## src/rtl/pong_pkg.sv

```systemverilog
// Shared definitions for the pong display path: matrix geometry, the blank
// levels of the LED matrix pins and the scanner state encoding.
package pong_pkg;

  localparam int MATRIX_W = 8;

  // Column mask is active high, row select is active low, so "nothing lit"
  // is all columns off and all rows deselected.
  localparam logic [MATRIX_W-1:0] COL_OFF = 8'h00;
  localparam logic [MATRIX_W-1:0] ROW_OFF = 8'hFF;

  typedef enum logic [1:0] {
    IDLE,
    LOAD,
    SHOW,
    BLANK
  } scan_state_t;

  // Used when sizing the shared dwell/blank counter.
  function automatic int max_int(input int a, input int b);
    return (a > b) ? a : b;
  endfunction

endpackage

```

## src/rtl/led_matrix_scanner_if.sv

```systemverilog
// Bundle between the draw sources and the matrix scanner.
//
// There is no valid/ready handshake on this bundle: en is a level enable and
// the source masks are plain levels. A source is sampled only on the single
// edge where the scanner loads its slot; every other edge ignores the sources.
// The matrix outputs are registered levels, frame_tick is a one-cycle pulse.
interface led_matrix_scanner_if #(
  parameter int NUM_SRC = 3
);
  import pong_pkg::*;

  logic                         en;
  logic [MATRIX_W*NUM_SRC-1:0]  src_sx;
  logic [MATRIX_W*NUM_SRC-1:0]  src_sy;
  logic [MATRIX_W-1:0]          mat_sx;
  logic [MATRIX_W-1:0]          mat_sy;
  logic                         frame_tick;
  scan_state_t                  dbg_state;

  // Draw side: drives enable and sources, observes the matrix.
  modport master (
    output en,
    output src_sx,
    output src_sy,
    input  mat_sx,
    input  mat_sy,
    input  frame_tick,
    input  dbg_state
  );

  // Scanner side.
  modport slave (
    input  en,
    input  src_sx,
    input  src_sy,
    output mat_sx,
    output mat_sy,
    output frame_tick,
    output dbg_state
  );

endinterface

```

## src/rtl/led_matrix_scanner.sv

```systemverilog
// Time-multiplexes NUM_SRC (Sx, Sy) draw sources onto one 8x8 LED matrix.
// Each active source is snapshotted and held for DWELL_CYCLES clocks, then the
// matrix is forced blank for BLANK_CYCLES clocks so no row ghosts into the
// next source. Inactive sources are skipped at a cost of one clock each.
module led_matrix_scanner
  import pong_pkg::*;
#(
  parameter int NUM_SRC      = 3,
  parameter int DWELL_CYCLES = 4,
  parameter int BLANK_CYCLES = 1
) (
  input  logic                 clk,
  input  logic                 rst,
  led_matrix_scanner_if.slave  bus
);

  localparam int SLOT_W = (NUM_SRC > 1) ? $clog2(NUM_SRC) : 1;
  localparam int SLOT_N = 1 << SLOT_W;
  localparam int CNT_W  = $clog2(max_int(DWELL_CYCLES, BLANK_CYCLES) + 1);

  localparam logic [SLOT_W-1:0] SLOT_LAST = SLOT_W'(NUM_SRC - 1);
  localparam logic [CNT_W-1:0]  DWELL_LD  = CNT_W'(DWELL_CYCLES - 1);
  localparam logic [CNT_W-1:0]  BLANK_LD  = (BLANK_CYCLES > 0) ? CNT_W'(BLANK_CYCLES - 1) : '0;

  scan_state_t          state_q, state_d;
  logic [SLOT_W-1:0]    slot_q, slot_d;
  logic [CNT_W-1:0]     cnt_q, cnt_d;
  logic [MATRIX_W-1:0]  mat_sx_q, mat_sx_d;
  logic [MATRIX_W-1:0]  mat_sy_q, mat_sy_d;
  logic                 frame_tick_q, frame_tick_d;

  // Source mux. Slot codes beyond NUM_SRC-1 are unreachable; they are padded
  // with the blank pattern so the mux is total over the slot width.
  logic [MATRIX_W-1:0]  sx_arr [SLOT_N];
  logic [MATRIX_W-1:0]  sy_arr [SLOT_N];
  logic [MATRIX_W-1:0]  cur_sx;
  logic [MATRIX_W-1:0]  cur_sy;
  logic                 cur_active;
  logic                 advance;

  for (genvar g = 0; g < SLOT_N; g++) begin : g_mux
    if (g < NUM_SRC) begin : g_src
      assign sx_arr[g] = bus.src_sx[MATRIX_W*g +: MATRIX_W];
      assign sy_arr[g] = bus.src_sy[MATRIX_W*g +: MATRIX_W];
    end else begin : g_pad
      assign sx_arr[g] = COL_OFF;
      assign sy_arr[g] = ROW_OFF;
    end
  end

  assign cur_sx     = sx_arr[slot_q];
  assign cur_sy     = sy_arr[slot_q];
  assign cur_active = (cur_sx != COL_OFF) && (cur_sy != ROW_OFF);

  // State, slot, counter and the registered matrix pins.
  always_ff @(posedge clk or posedge rst) begin
    if (rst) begin
      state_q      <= IDLE;
      slot_q       <= '0;
      cnt_q        <= '0;
      mat_sx_q     <= COL_OFF;
      mat_sy_q     <= ROW_OFF;
      frame_tick_q <= 1'b0;
    end else begin
      state_q      <= state_d;
      slot_q       <= slot_d;
      cnt_q        <= cnt_d;
      mat_sx_q     <= mat_sx_d;
      mat_sy_q     <= mat_sy_d;
      frame_tick_q <= frame_tick_d;
    end
  end

  // Next state and next outputs; blank is the default so that only the
  // LOAD snapshot and SHOW hold can ever put a source on the pins.
  always_comb begin
    state_d      = state_q;
    slot_d       = slot_q;
    cnt_d        = cnt_q;
    mat_sx_d     = COL_OFF;
    mat_sy_d     = ROW_OFF;
    frame_tick_d = 1'b0;
    advance      = 1'b0;

    if (!bus.en) begin
      // Disable wins over everything and restarts the frame at slot 0.
      state_d = IDLE;
      slot_d  = '0;
      cnt_d   = '0;
    end else begin
      case (state_q)
        IDLE: begin
          state_d = LOAD;
        end
        LOAD: begin
          if (cur_active) begin
            mat_sx_d = cur_sx;
            mat_sy_d = cur_sy;
            cnt_d    = DWELL_LD;
            state_d  = SHOW;
          end else begin
            advance = 1'b1;
          end
        end
        SHOW: begin
          if (cnt_q == '0) begin
            if (BLANK_CYCLES > 0) begin
              cnt_d   = BLANK_LD;
              state_d = BLANK;
            end else begin
              advance = 1'b1;
              state_d = LOAD;
            end
          end else begin
            // Hold the snapshot; live source changes are ignored here.
            cnt_d    = cnt_q - 1'b1;
            mat_sx_d = mat_sx_q;
            mat_sy_d = mat_sy_q;
          end
        end
        BLANK: begin
          if (cnt_q == '0) begin
            advance = 1'b1;
            state_d = LOAD;
          end else begin
            cnt_d = cnt_q - 1'b1;
          end
        end
        default: begin
          state_d = IDLE;
        end
      endcase

      if (advance) begin
        frame_tick_d = (slot_q == SLOT_LAST);
        slot_d       = (slot_q == SLOT_LAST) ? '0 : slot_q + 1'b1;
      end
    end
  end

  assign bus.mat_sx     = mat_sx_q;
  assign bus.mat_sy     = mat_sy_q;
  assign bus.frame_tick = frame_tick_q;
  assign bus.dbg_state  = state_q;

endmodule

```

## src/flat_wrapper.sv

```systemverilog
// flat-port wrapper written by rule: the top's interface ports become plain ports
module led_matrix_scanner_flat import pong_pkg::*;
#(
  parameter int NUM_SRC      = 3,
  parameter int DWELL_CYCLES = 4,
  parameter int BLANK_CYCLES = 1
)
  (clk, rst, bus_en, bus_src_sx, bus_src_sy, bus_mat_sx, bus_mat_sy, bus_frame_tick, bus_dbg_state);
  led_matrix_scanner_if #(.NUM_SRC(NUM_SRC)) bus_i ();
  input  logic clk;
  input  logic rst;
  input wire logic [$bits(bus_i.en)-1:0] bus_en;
  input wire logic [$bits(bus_i.src_sx)-1:0] bus_src_sx;
  input wire logic [$bits(bus_i.src_sy)-1:0] bus_src_sy;
  output wire logic [$bits(bus_i.mat_sx)-1:0] bus_mat_sx;
  output wire logic [$bits(bus_i.mat_sy)-1:0] bus_mat_sy;
  output wire logic [$bits(bus_i.frame_tick)-1:0] bus_frame_tick;
  output wire logic [$bits(bus_i.dbg_state)-1:0] bus_dbg_state;
  assign bus_i.en = bus_en;
  assign bus_i.src_sx = bus_src_sx;
  assign bus_i.src_sy = bus_src_sy;
  assign bus_mat_sx = bus_i.mat_sx;
  assign bus_mat_sy = bus_i.mat_sy;
  assign bus_frame_tick = bus_i.frame_tick;
  assign bus_dbg_state = bus_i.dbg_state;
  led_matrix_scanner #(.NUM_SRC(NUM_SRC), .DWELL_CYCLES(DWELL_CYCLES), .BLANK_CYCLES(BLANK_CYCLES)) u_core (.clk(clk), .rst(rst), .bus(bus_i));
endmodule
```

## config.mk

```make
export PLATFORM = sky130hd
export DESIGN_NAME = led_matrix_scanner_flat
export DESIGN_NICKNAME = d
export VERILOG_FILES = /design/src/rtl/pong_pkg.sv /design/src/rtl/led_matrix_scanner_if.sv /design/src/rtl/led_matrix_scanner.sv /design/src/flat_wrapper.sv
export SDC_FILE = /design/constraint.sdc
export NUM_CORES = 1
export LEC_CHECK = 0
export BUFFER_PORTS_ARGS = -buffer_cell sky130_fd_sc_hd__clkbuf_2
export CORE_ASPECT_RATIO = 0.6
export CORE_MARGIN = 2
export CORE_UTILIZATION = 47
export CTS_CLUSTER_SIZE = 30
export DETAILED_ROUTE_END_ITERATION = 6
export PLACE_DENSITY = 0.79
export SKIP_LAST_GASP = 1
export SYNTH_ARGS = -nofsm -noshare
export SYNTH_HDL_FRONTEND = slang
export SYNTH_SLANG_ARGS = --single-unit
export TNS_END_PERCENT = 5
```

## constraint.sdc

```tcl
create_clock -name clk -period 2.4 [get_ports clk]
set_input_delay 0.24 -clock clk [delete_from_list [all_inputs] [get_ports clk]]
set_output_delay 0.24 -clock clk [all_outputs]
set_load 0.01 [all_outputs]
```

# [After elaboration in Yosys (flattened, before gate mapping)]
# Cells that the tools add are included.
[op_classes] addsub=2 bitwise=1 reduce_logical=6 eq_ne=11 muxes=33 n_lt_le_gt_ge=1
[ops] cell="2-to-1 mux 8 bit" n=10
[ops] cell="binary-select mux 8 bit (select 2 bit)" n=2
[ops] cell="case mux 8 bit (2 select lines)" n=2
[ops] cell="2-to-1 mux 2 bit" n=7
[ops] cell="2-to-1 mux 3 bit" n=4
[ops] cell="!= test 3 x 2 -> 1 bit (second input constant)" n=3
[ops] cell="case mux 3 bit (3 select lines)" n=1
[ops] cell="!= test 8 bit (second input constant)" n=1
[ops] cell="case mux 2 bit (4 select lines)" n=1
[ops] cell="nonzero test 8 bit" n=1
[ops] cell="== test 2 bit (second input constant)" n=3
[ops] cell="AND reduction 3 bit" n=2
[ops] cell="2-to-1 mux 1 bit" n=5
[ops] cell="!= test 4 x 1 -> 1 bit (second input constant)" n=1
[ops] cell="greater-or-equal comparator 3 bit (second input constant)" n=1
[ops] cell="zero test 3 bit" n=1
[ops] cell="!= test 3 bit (second input constant)" n=1
[ops] cell="NOT 2 -> 3 bit" n=1
[ops] cell="subtractor 3 x 1 -> 3 bit (second input constant)" n=1
[ops] cell="adder 2 x 1 -> 2 bit (second input constant)" n=1
[ops] cell="== test 2 x 1 -> 1 bit (second input constant)" n=1
[ops] cell="zero test 2 bit" n=1
[ops] cell="!= test 2 x 1 -> 1 bit (second input constant)" n=1
[ops] cell="case mux 1 bit (2 select lines)" n=1
[ops] cell="logical AND 1 bit" n=1
[word_totals] inputBits=51 register_bits=24 output_inout_bits=19 elab_cells=60

# [Logic depth before layout (Yosys ltp)]
[depth] ltp_word=11 mapped_depth=9 depth_no_buf=8

# [Least setup slack after synthesis]
# Ideal clock, no wire load.
[synth_timing] kind="reg2reg" startpoint="register u_core.slot_q[1]" endpoint="register u_core.mat_sy_q[0], in the netlist u_core.bus.mat_sy[0]" period_less_slack_ns=2.120 setup_ns=0.080 path_buffers=3 path_stages_with_launch=10 arrival_time_ns=2.041 setup_slack_ns=0.280 required_ns=2.320 path_cell_list="dfrtp_1 buf_6 buf_6 mux2_1 o22a_1 nand4_1 o22ai_2 or3_1 buf_2 o22a_1"
[synth_between] elab_chain_cells=9 elab_cells_between_ends=13 classes_between="1 x eq/ne; 9 x mux; 1 x bitwise; 2 x reduce/logical"
[synth_rtl] item="from (decl)" line="led_matrix_scanner.sv:26" rtl="logic [SLOT_W-1:0] slot_q, slot_d;"
[synth_rtl] item="from (signal assigned)" line="led_matrix_scanner.sv:66" rtl="slot_q <= slot_d;"
[synth_rtl] item="NOT 2 -> 3 bit (implied by the code) (*)" line="led_matrix_scanner.sv:51, led_matrix_scanner.sv:52"
[synth_rtl] item="binary-select mux 8 bit (select 2 bit), on equally long branches" line="led_matrix_scanner.sv:52, led_matrix_scanner.sv:51"
[synth_rtl] item="2-to-1 mux 8 bit, on equally long branches (2 in series)" line="led_matrix_scanner.sv:52, led_matrix_scanner.sv:51"
[synth_rtl] item="!= test 8 bit or nonzero test 8 bit (tied branches)" line="led_matrix_scanner.sv:53" rtl="assign cur_active = (cur_sx != COL_OFF) && (cur_sy != ROW_OFF);"
[synth_rtl] item="logical AND 1 bit" line="led_matrix_scanner.sv:53"
[synth_rtl] item="2-to-1 mux 8 bit (*)" line="led_matrix_scanner.sv:96" rtl="if (cur_active) begin"
[synth_rtl] item="case mux 8 bit (2 select lines) (*)" line="led_matrix_scanner.sv:91" rtl="case (state_q)"
[synth_rtl] item="2-to-1 mux 8 bit (*)" line="led_matrix_scanner.sv:85" rtl="if (!bus.en) begin"
[synth_rtl] item="to (signal assigned)" line="led_matrix_scanner.sv:69" rtl="mat_sy_q <= mat_sy_d;"
[synth_rtl] item="to (decl)" line="led_matrix_scanner.sv:29" rtl="logic [MATRIX_W-1:0] mat_sy_q, mat_sy_d;"
# Every way passes the cells marked *; elsewhere a longest branch is shown, timed or not. The select of a mux whose other input is x is not followed.
# A chain may end at the register's enable or synchronous reset.

# [Final worst setup path]
# Same ends and word-level chain as after synthesis.

==> impl_metrics.csv <==
group,metric,value,unit
run_status,outcome,"finished, final reports clean",
synth,synth_ff_type,"dfrtp_1",
timing,finalCriticalPeriod,2260,ps
clock_network,clk_pin_slew_worst_paths,90,ps
cells_and_area,layout_commonest_cell,"clkbuf_2",
clock_network,htree_levels,1,
critical_path,start_kind,"register",
floorplan,start_util,49.0,%
timing,period_share,94.2,%
timing,maxSlewViolCount,0,
drt,via_per_inst,5.69,
cells_and_area,diodes,0,
drt,drt-total-wl,4.09,mm
floorplan,ios,70,
power_and_ir_drop,power_density,947,nW/um^2
synth,synth_cell_type_count,40,
drt,first_pass_iters,5,
timing,tns,0,ps
timing,grt_setup_unrepaired,"no",
power_and_ir_drop,comb_power_share,52.1,%
floorplan,fp.dieArea,3900,um^2
synth,synthCells,157,
critical_path,crit_family,"simple AND/OR/NAND/NOR gates",
synth,yosysSeqAreaShare,38.2,%
critical_path,max_stage_delay,520,ps
critical_path,critPathMaxFanout,9,
cells_and_area,mostFrequentLayoutCells,"clkbuf_2 (69), o22a_1 (16), dfrtp_1 (16)",
critical_path,crit_chain,"buf_4, nand2b_1, o22a_1, nand4_1, o22ai_2, or3_1, o22a_1",
placement,gp_congestion,0.836,
timing,max-slew-margin-rel,40.5,%
cells_and_area,syn_to_final_growth,30.7,%
global_routing,grt_max_degree,25,
drt,detailroute.via_count,1566,
clock_network,cts_sinks,24,
timing,fin_worst_skew,5.79,ps
synth,synth_edf_count,0,
critical_path,crit_path_end_kind,"register",
run,maxCapViolCount,0,
power_and_ir_drop,leakagePower,0.969,nW
synth,yosysWarnings,0,
global_routing,grt_pass1_vias,1447,
global_routing,grt_util_all_layers,21.8,%
floorplan,fp.coreArea,3260,um^2
clock_network,postCtsSetupRepairBufs,0,
timing,hold_slack,135,ps
global_routing,grt_pass1_wl,6.71,mm
clock_network,ctsHoldBuffers,0,
critical_path,worstSetupPathType,"register to register",
synth,syn-cell-area,1600,um^2
floorplan,core.rowCount,16,
drt,ant_nets,0,
critical_path,worst-path-buf-inv,1,
timing,tightestPinTransition,891,ps
clock_network,cts-buffers-inserted,3,
cells_and_area,layout-drive-gt1-share,41.7,%
power_and_ir_drop,p_seq_share,30.1,%
power_and_ir_drop,ir_drop,0.392,mV
floorplan,die_y,49.2,um
global_routing,antenna_found_initial,0,
drt,drc,0,
critical_path,cp.arrival,2460,ps
placement,numPortBuffers,69,
clock_network,cts_root_buf,"clkbuf_8",
synth,yosys_register_bits,24,
power_and_ir_drop,p_clk_share,17.8,%
synth,syn_area_per_cell,10.2,um^2
critical_path,cpMostUsedCell,"o22a_1",
floorplan,die_w,79.3,um
synth,synth_nets,214,
timing,hold_violations,0,
critical_path,cp_slowest_cell,"or3_1",
clock_network,clockBufferDepth,2,
power_and_ir_drop,switching_power,788,uW
drt,routedWlPerCell,14.9,um
drt,drtIter0Drc,142,
synth,postSynth.asyncResetShare,100,%
power_and_ir_drop,p_int,1.19,mW
critical_path,critical_path_required,2600,ps
worst_hold_path,hold_class,"input pin to asynchronous set/reset pin",
power_and_ir_drop,sw_frac_of_total,39.8,%
clock_network,cts_tree,"done",
placement,hpwl,3.17,mm
timing,fmax,0.442,GHz
clock_network,clk_latency,270,ps
global_routing,gr-total-overflow,0,
cells_and_area,finalNetCount,288,
timing,setup_violations,0,
clock_network,ctsResizeCount,0,
-- cells by family (layout without fill, tap and decap cells) --
| group | after synthesis | after routing | share of synthesized area, % |
|---|---|---|---|
| AOI/OAI and AO/OA | 54 | 54 | 26.8 |
| adders and majority gates | 6 | 6 | 4.69 |
| buffers and inverters | 20 | 93 | 6.10 |
| DFF | 24 | 24 | 38.2 |
| muxes | 19 | 19 | 12.5 |
| and+or+nand+nor | 34 | 34 | 11.7 |
-- synth_stat cells, types with 2 or more instances --
library cell / number / area, um^2
o22a_1: 16 / 140
nor2_1: 7 / 26.3
buf_6: 2 / 22.5
or3_1: 2 / 12.5
o21ai_1: 2 / 10.0
mux2i_1: 11 / 110
buf_2: 3 / 15.0
a211oi_1: 4 / 30.0
nand3_1: 3 / 15.0
nor2b_1: 2 / 12.5
clkbuf_1: 4 / 15.0
nand2_1: 5 / 18.8
mux2_1: 7 / 78.8
a31oi_1: 3 / 18.8
or4_1: 2 / 15.0
inv_1: 9 / 33.8
o22ai_1: 2 / 12.5
dfstp_2: 8 / 210
o21ai_0: 3 / 15.0
nor3_1: 2 / 10.0
dfrtp_1: 16 / 400
o2bb2ai_1: 8 / 70.1
nand4_1: 4 / 25.0
ha_1: 6 / 75.1
nand2b_1: 2 / 12.5
nor4b_1: 2 / 17.5
a21oi_1: 2 / 10.0
a22o_1: 8 / 70.1
-- power groups by stage --
stage / clock [mW] / sequential, mW / combinational, mW
after CTS: 0.357 / 0.593 / 1.03
after detailed placement: 0 / 0.599 / 1.02
after floorplan: 0 / 0.621 / 0.681
after global placement: 0 / 0.597 / 0.999
final: 0.353 / 0.596 / 1.03
after global routing: 0.380 / 0.605 / 1.15
-- area by class of cell --
class	instances	area (um^2)
Fill cell	270	1170
Tap cell	45	56.3
Timing Repair Buffer	80	428
Clock buffer	3	41.3
Inverter	9	33.8
Sequential cell	24	611
Multi-Input combinational cell	113	892
Clock inverter	1	30.0
-- metrics by stage --
stage	util, %	instances	worst slack (ps)	power, mW	instance area [um^2]
5_1_grt	64.1	275	12.2	2.13	2090
3_5_place_dp	61.9	271	153	1.62	2020
2_1_floorplan	-	157	280	1.30	1600
3_3_place_gp	61.9	271	168	1.60	2020
6_report	64.1	275	139	1.98	2090
4_1_cts	64.1	275	142	1.98	2090
-- sequential cells by signal (all words and copies together), names as in the netlist --
signal                 count
u_core.bus.frame_tick      1
u_core.slot_q              2
u_core.bus.mat_sy          8
u_core.bus.mat_sx          8
u_core.bus.dbg_state       2
u_core.cnt_q               3
-- path summary, 6_finish.rpt --
kind                                             startpoint                               end  slack (ps)  depth (start not counted)
max                            u_core.slot_q[1]$_DFFE_PP0P_  u_core.bus.mat_sy[0]$_DFFE_PP1P_         140                          7
min                                                     rst       u_core.cnt_q[0]$_DFFE_PP0P_         130                          2
max reg2reg                    u_core.slot_q[1]$_DFFE_PP0P_  u_core.bus.mat_sy[0]$_DFFE_PP1P_         140                          7
min reg2reg                u_core.bus.mat_sx[3]$_DFFE_PP0P_  u_core.bus.mat_sx[3]$_DFFE_PP0P_         520                          1
max in group asynchronous                               rst      u_core.slot_q[0]$_DFFE_PP0P_        1720                          2
min in group clk                             bus_src_sx[10]  u_core.bus.mat_sx[2]$_DFFE_PP0P_         330                          3
-- metal layers --
metal	vias up	share of wire [%]	track usage, %
met3	2	7.3	4.81
met2	65	41	33.6
li1	753	-	-
met4	0	0.32	1.72
met1	746	51	32.8
met5	-	0	0
(Power assumes the default switching activity.)
